`src/rtl/defines_package.sv`:
```
// Shared rasterizer types: coordinate width and 2-D point.
package defines_package;

    localparam int COORD_W = 10;

    typedef struct packed {
        logic [COORD_W-1:0] x;
        logic [COORD_W-1:0] y;
    } Point2D;

    function automatic logic [COORD_W-1:0] abs_diff(input logic [COORD_W-1:0] a,
                                                    input logic [COORD_W-1:0] b);
        return (a >= b) ? (a - b) : (b - a);
    endfunction

endpackage

```
`src/rtl/bresenham_line.sv`:
```
// Bresenham line walker: emits every pixel from p to q inclusive over a
// valid/ready handshake, then pulses done for one cycle.
module bresenham_line
    import defines_package::*;
(
    input  logic   clk,
    input  logic   n_rst,
    input  logic   start,
    input  Point2D p,
    input  Point2D q,
    output Point2D pixel,
    output logic   pixel_valid,
    input  logic   pixel_ready,
    output logic   busy,
    output logic   done
);

    localparam int EW  = COORD_W + 2;
    localparam int E2W = COORD_W + 3;

    typedef enum logic [1:0] {IDLE, INIT, DRAW, DONE} state_t;

    state_t state, state_nxt;

    logic [COORD_W-1:0]    x0, y0, x1, y1;
    logic [COORD_W-1:0]    cur_x, cur_y;
    logic signed [EW-1:0]  dx, dy, err;
    logic                  sx_neg, sy_neg;

    logic                  xfer, at_end, step_x, step_y;
    logic signed [E2W-1:0] e2, dx_ext, dy_ext;
    logic signed [EW-1:0]  err_nxt, add_x, add_y;
    logic signed [EW-1:0]  dx_init, dy_init;

    always_comb begin
        xfer    = (state == DRAW) && pixel_ready;
        at_end  = (cur_x == x1) && (cur_y == y1);
        e2      = E2W'(err) <<< 1;
        dx_ext  = E2W'(dx);
        dy_ext  = E2W'(dy);
        step_x  = (e2 >= dy_ext);
        step_y  = (e2 <= dx_ext);
        add_x   = step_x ? dy : EW'(0);
        add_y   = step_y ? dx : EW'(0);
        // both corrections come from the same e2 and accumulate together
        err_nxt = err + add_x + add_y;
        dx_init = $signed({2'b00, abs_diff(x1, x0)});
        dy_init = -$signed({2'b00, abs_diff(y1, y0)});
    end

    always_ff @(posedge clk) begin
        if (!n_rst) begin
            state <= IDLE;
        end else begin
            state <= state_nxt;
        end
    end

    always_comb begin
        state_nxt   = state;
        pixel       = '0;
        pixel_valid = 1'b0;
        busy        = (state != IDLE);
        done        = 1'b0;
        case (state)
            IDLE: if (start) state_nxt = INIT;
            INIT: state_nxt = DRAW;
            DRAW: begin
                pixel_valid = 1'b1;
                pixel.x     = cur_x;
                pixel.y     = cur_y;
                if (xfer && at_end) state_nxt = DONE;
            end
            DONE: begin
                done      = 1'b1;
                state_nxt = IDLE;
            end
            default: state_nxt = IDLE;
        endcase
    end

    always_ff @(posedge clk) begin
        if (!n_rst) begin
            x0     <= '0;
            y0     <= '0;
            x1     <= '0;
            y1     <= '0;
            cur_x  <= '0;
            cur_y  <= '0;
            dx     <= '0;
            dy     <= '0;
            err    <= '0;
            sx_neg <= 1'b0;
            sy_neg <= 1'b0;
        end else begin
            case (state)
                IDLE: if (start) begin
                    x0 <= p.x;
                    y0 <= p.y;
                    x1 <= q.x;
                    y1 <= q.y;
                end
                INIT: begin
                    dx     <= dx_init;
                    dy     <= dy_init;
                    err    <= dx_init + dy_init;
                    sx_neg <= !(x0 < x1);
                    sy_neg <= !(y0 < y1);
                    cur_x  <= x0;
                    cur_y  <= y0;
                end
                DRAW: if (xfer && !at_end) begin
                    err <= err_nxt;
                    if (step_x) cur_x <= sx_neg ? cur_x - 1'b1 : cur_x + 1'b1;
                    if (step_y) cur_y <= sy_neg ? cur_y - 1'b1 : cur_y + 1'b1;
                end
                default: ;
            endcase
        end
    end

endmodule

```
`config.mk`:
```
export PLATFORM = sky130hd
export DESIGN_NAME = bresenham_line
export DESIGN_NICKNAME = d
export VERILOG_FILES = /design/src/rtl/defines_package.sv /design/src/rtl/bresenham_line.sv
export SDC_FILE = /design/constraint.sdc
export NUM_CORES = 1
export LEC_CHECK = 0
export BUFFER_PORTS_ARGS = -buffer_cell sky130_fd_sc_hd__buf_2
export CORE_AREA = 4 4 191 193
export DETAILED_ROUTE_END_ITERATION = 8
export DIE_AREA = 0 0 195 197
export GPL_ROUTABILITY_DRIVEN = 0
export GPL_TIMING_DRIVEN = 0
export PLACE_DENSITY = 0.47
export SLEW_MARGIN = 10
export SYNTH_ARGS = -nofsm -noshare
export SYNTH_HDL_FRONTEND = slang
export SYNTH_SLANG_ARGS = --single-unit
```
`constraint.sdc`:
```
create_clock -name clk -period 14.2 [get_ports clk]
set_clock_uncertainty 0.1 [all_clocks]
set_input_delay 0.71 -clock clk [delete_from_list [all_inputs] [get_ports clk]]
set_output_delay 0.71 -clock clk [all_outputs]
set_load 0.05 [all_outputs]
```
Yosys cells after proc, flatten, opt, wreduce, memory -nomap -nowiden
Cells that the tools add are included.
Widths: inputs -> output; s select.

storage, ports and cells
  flip-flop bits (word level) = 98
  bits of input ports = 44
  output and inout bits = 23
  logic and storage cells = 75

operators by class
  $add $sub $neg = 12
  $lt $le $gt $ge = 6
  equality and inequality tests = 10
  muxes and demuxes = 20
  reduce and logical (&&, ||, !) cells = 15

operators by type and width
  kind                   number
  $mux 10                9
  $pmux 10 s2            2
  $sub 10x10->10         4
  $mux 12                2
  $pmux 12 s2            1
  $add 10x1->10 const B  2
  $eq 10x10->1           2
  $ge 10x10->1           2
  $lt 10x10->1           2
  $mux 20                1
  $sub 10x1->10 const B  2
  $ge 13x12->1           1
  $le 13x11->1           1
  $add 11x12->12         1
  $add 12x11->12         1
  $add 12x12->12         1
  $neg 10->12            1
  $pmux 2 s4             1
  $ne 2x2->1 const B     3
  $reduce_and 2->1       3
  $reduce_and 3->1       2
  $eq 2x2->1 const B     2
  $logic_and 1x1->1      4
  $mux 2                 2
  6 further kinds        11

Depth between registers and ports, before layout
  depth in word-level cells = 6
  gate-level depth with buffers = 26
  mapped depth without buffers = 25

Worst setup path before layout
OpenSTA, ideal clock, no wires.

  path kind = register to register
  start point = reg dx[2]
  end point = reg err[11]
  arrival time = 4.407 ns
  data required time = 13.972 ns
  setup slack = 9.565 ns
  cell stages (with the launch flop) = 26
  path buffers = 1
  clock period less this slack = 4.635 ns
  cell sequence = dfxtp_1 inv_1 ha_1 a21o_1 a21o_1 a21o_1 a21oi_1 o21ai_0 a211o_1 a21oi_1 clkbuf_1 and2_1 fa_1 ha_1 inv_1 fa_1 nor2b_1 o21ai_0 nand2b_1 a21o_1 a21o_1 a31oi_1 o21ai_0 xnor2_1 a41oi_1 o31ai_1

between the ends
  cells in the longest elaborated chain, start to end = 5

RTL lines
  element                 RTL line               source
  start, declared         bresenham_line.sv:27   logic signed [EW-1:0] dx, dy, err;
  start signal, assigned  bresenham_line.sv:104  dx <= dx_init;
  $le 13x11->1            bresenham_line.sv:42   step_y = (e2 <= dx_ext);
  $mux 10 (*)             bresenham_line.sv:44   add_y = step_y ? dx : EW'(0);
  $add 12x11->12 (*)      bresenham_line.sv:46   err_nxt = err + add_x + add_y;
  $mux 12 (*)             bresenham_line.sv:112  DRAW: if (xfer && !at_end) begin
  $pmux 12 s2 (*)         bresenham_line.sv:96   case (state)
  end signal, assigned    bresenham_line.sv:106  err <= dx_init + dy_init;
  end signal, assigned    bresenham_line.sv:113  err <= err_nxt;
  end, declared           bresenham_line.sv:27

Every way passes the cells marked *; elsewhere a longest branch is shown, timed or not. The select of a mux whose other input is x is not followed.
A chain may end at the register's enable or synchronous reset.

Final worst setup path
Same ends and word-level chain as after synthesis.

==> results.cfg <==
[setup_path]
criticalPathCategory = flip-flop to flip-flop
crit_slowest_cell = fa_1
cp.arrival_ns = 5.68
cp_common_cell = a21o_1
crit_required_ns = 14.31
path_max_fanout = 10
r2r_slack_ns = 8.63
r2r_start = dx[2]
crit_path_end_kind = flip-flop
rr_worst_depth = 25
start_kind = flip-flop
slowest_delay_ns = 0.42
rr_endpoint = err[11]

[drt]
drc_errors = 0
first_pass_iters = 5
top_layer_used = met4
wl_um = 28000
wl_per_cell_um = 17.1
routed-via-count = 7800
routed_via_density = 4.76
drtIter0Drc = 453
dr_wl_met3_um = 863
wl_met2_um = 13000
ant_nets = 0
wl_met1_um = 13600

[sta]
final-setup-viol-count = 0
slew_headroom_pct = 33.1
tns_ns = 0
finalHoldViolCount = 0
layout_setup_ws_ns = 8.63
max_freq_mhz = 180
rsz0062_at_grt = no
tightest_slew_ns = 1.00
fin_crit_ns = 5.57
min_period_over_period_pct = 39.2
finalMaxSlewViolations = 0

[die]
die_h_um = 197
core_area_um2 = 34500
die_w_um = 195
dieArea_um2 = 38400
start_util_pct = 25.0
io_pins = 67
row_count = 68

[clock_tree]
ctsHoldBuffers = 0
clkTransAtPathRegs_ns = 0.07
htree_levels = 3
cts_resized = 0
cts_buffer_depth = 2
cts-root-buf = clkbuf_16
clock_sinks = 98
cts_buffers = 9
post_cts_buffers = 0
cts_tree = built
clk_latency_ns = 0.36

[layout]
area_growth_pct = 14.2
antenna_cells = 0
nNetsFinal = 1343
drive_gt1_share_pct = 9.22

[power]
power_density_nw_per_um2 = 286
p_leak_nw = 4.26
peakVddDrop_mv = 0.113

[placement]
hpwl_um = 22900
dp_slack_ns = 8.66
io_buffers = 66

[logic_synthesis]
synth_warnings = 0
synth-edff-count = 0
synth.largest_area_cell = dfxtp_1
synth_area_um2 = 8650
ys_seq_elements = 98
postSynthAreaPerCell_um2 = 7.86
ys_types = 76
yosysMostFrequentCell = nand2_1
synth-main-ff-cell = dfxtp_1
synthCells = 1100
seq_area_frac_synth_pct = 22.7
ys_top_cells_by_area = dfxtp_1, ha_1, a21oi_1
syn_nets = 1266
yosys-top-cells-count = nand2_1, inv_1, a21oi_1
synth_async_sr_flop_share_pct = 0
synth_top_area_share_pct = 22.7

[global_route]
track_usage_pct = 14.5
grt-ovfl-total = 0
grt_pass1_vias = 7737
grt_pass1_wl_um = 44100
grt_start_max_net_pins = 16
antenna_found_initial = 0

[worst_hold_path]
holdPathEnd = dx[5]
hp-start = dx[5]
worstHoldPathCells = 2
hp-class = flip-flop to flip-flop

[job]
maxCapViolCount = 0

[status]
status = finished, final reports clean
==> how the worst max path moves through the flow <==
stage / start / endpoint / slack [ns]
after global placement: dx[2] / err[11] / 8.68
after global routing: dx[2] / err[11] / 8.29
after floorplan: dx[2] / err[11] / 9.57
final: dx[2] / err[11] / 8.63
after CTS: dx[2] / err[11] / 8.64
after detailed placement: dx[2] / err[11] / 8.66
==> per-layer routing <==
layer / GRT usage [%] / vias up
met1: 20.1 / 3675
met3: 1.03 / 25
met4: 3.65 / 0
met5: 0 / -
li1: - / 3936
met2: 24.5 / 164
==> cell type report <==
class                           count  area (µm²)
Timing Repair Buffer               66         330
Buffer                             49         194
Fill cell                        3857       24700
Sequential cell                    98        1960
Multi-Input combinational cell    844        6080
Tap cell                          455         569
Inverter                          109         409
Clock inverter                      4        73.8
Clock buffer                       12         256
==> registers in the layout (all words and copies together), names as in the netlist <==
signal	cells
cur_y	10
y0	10
x0	10
x1	10
dx	10
err	12
sy_neg	1
y1	10
sx_neg	1
state	2
dy	12
cur_x	10
==> placed cells by master (no fill, tap or decap), types with 4 or more instances in the layout <==
master	n
mux2i_1	32
fa_1	18
a21boi_0	5
o21ai_1	4
nor3_1	12
nor4_1	4
xor2_1	22
nor2_1	88
clkbuf_16	9
a21o_1	27
nand2_1	132
a221oi_1	4
and2_1	27
o21a_1	6
nand3_1	12
nor2b_1	12
o211ai_1	4
a31oi_1	9
nand4_1	10
o221ai_1	6
buf_1	8
o21ai_0	43
buf_2	71
inv_1	106
a21oi_1	105
nand2b_1	13
a211oi_1	29
o31ai_1	7
dfxtp_1	98
clkbuf_1	36
xnor2_1	46
and4_1	4
ha_1	104
==> power by group <==
group | total [W] | internal (W) | switching [W]
clock | 0.000279 | 0.000164 | 0.000115
sequential | 0.000464 | 0.000358 | 0.000105
combinational | 0.00208 | 0.000844 | 0.00124
==> cells by family (layout without fill, tap and decap cells) <==
kind of cell	Yosys count	count (layout)	share of synthesized area [%]
AOI/OAI and AO/OA	282	282	20.8
and+or+nand+nor	332	332	18.2
DFF	98	98	22.7
buffers and inverters	158	240	6.97
xor gates and xnor gates	69	69	7.21
muxes	39	39	4.92
adders and majority gates	122	122	19.2
==> metrics by stage <==
step / hold slack, ns / util (%) / instance area (µm²) / cells / power (W)
after global placement: 0.376 / 27.6 / 9550 / 1621 / 0.00254
after detailed placement: 0.391 / 27.6 / 9550 / 1621 / 0.00255
after floorplan: 0.345 / - / 8650 / 1100 / 0.00202
after CTS: 0.402 / 28.6 / 9880 / 1637 / 0.00283
after global routing: 0.425 / 28.6 / 9880 / 1637 / 0.00309
final: 0.401 / 28.6 / 9880 / 1637 / 0.00283
==> worst max-delay path: cells and delay by family, from the launching register on <==
family | cells | cell delay [ns]
compound gates | 14 | 2.74
xor+xnor | 1 | 0.19
fa+ha+maj | 4 | 1.15
buf+inv | 3 | 0.48
flops | 1 | 0.39
simple gates | 3 | 0.38
(Power assumes the default switching activity.)
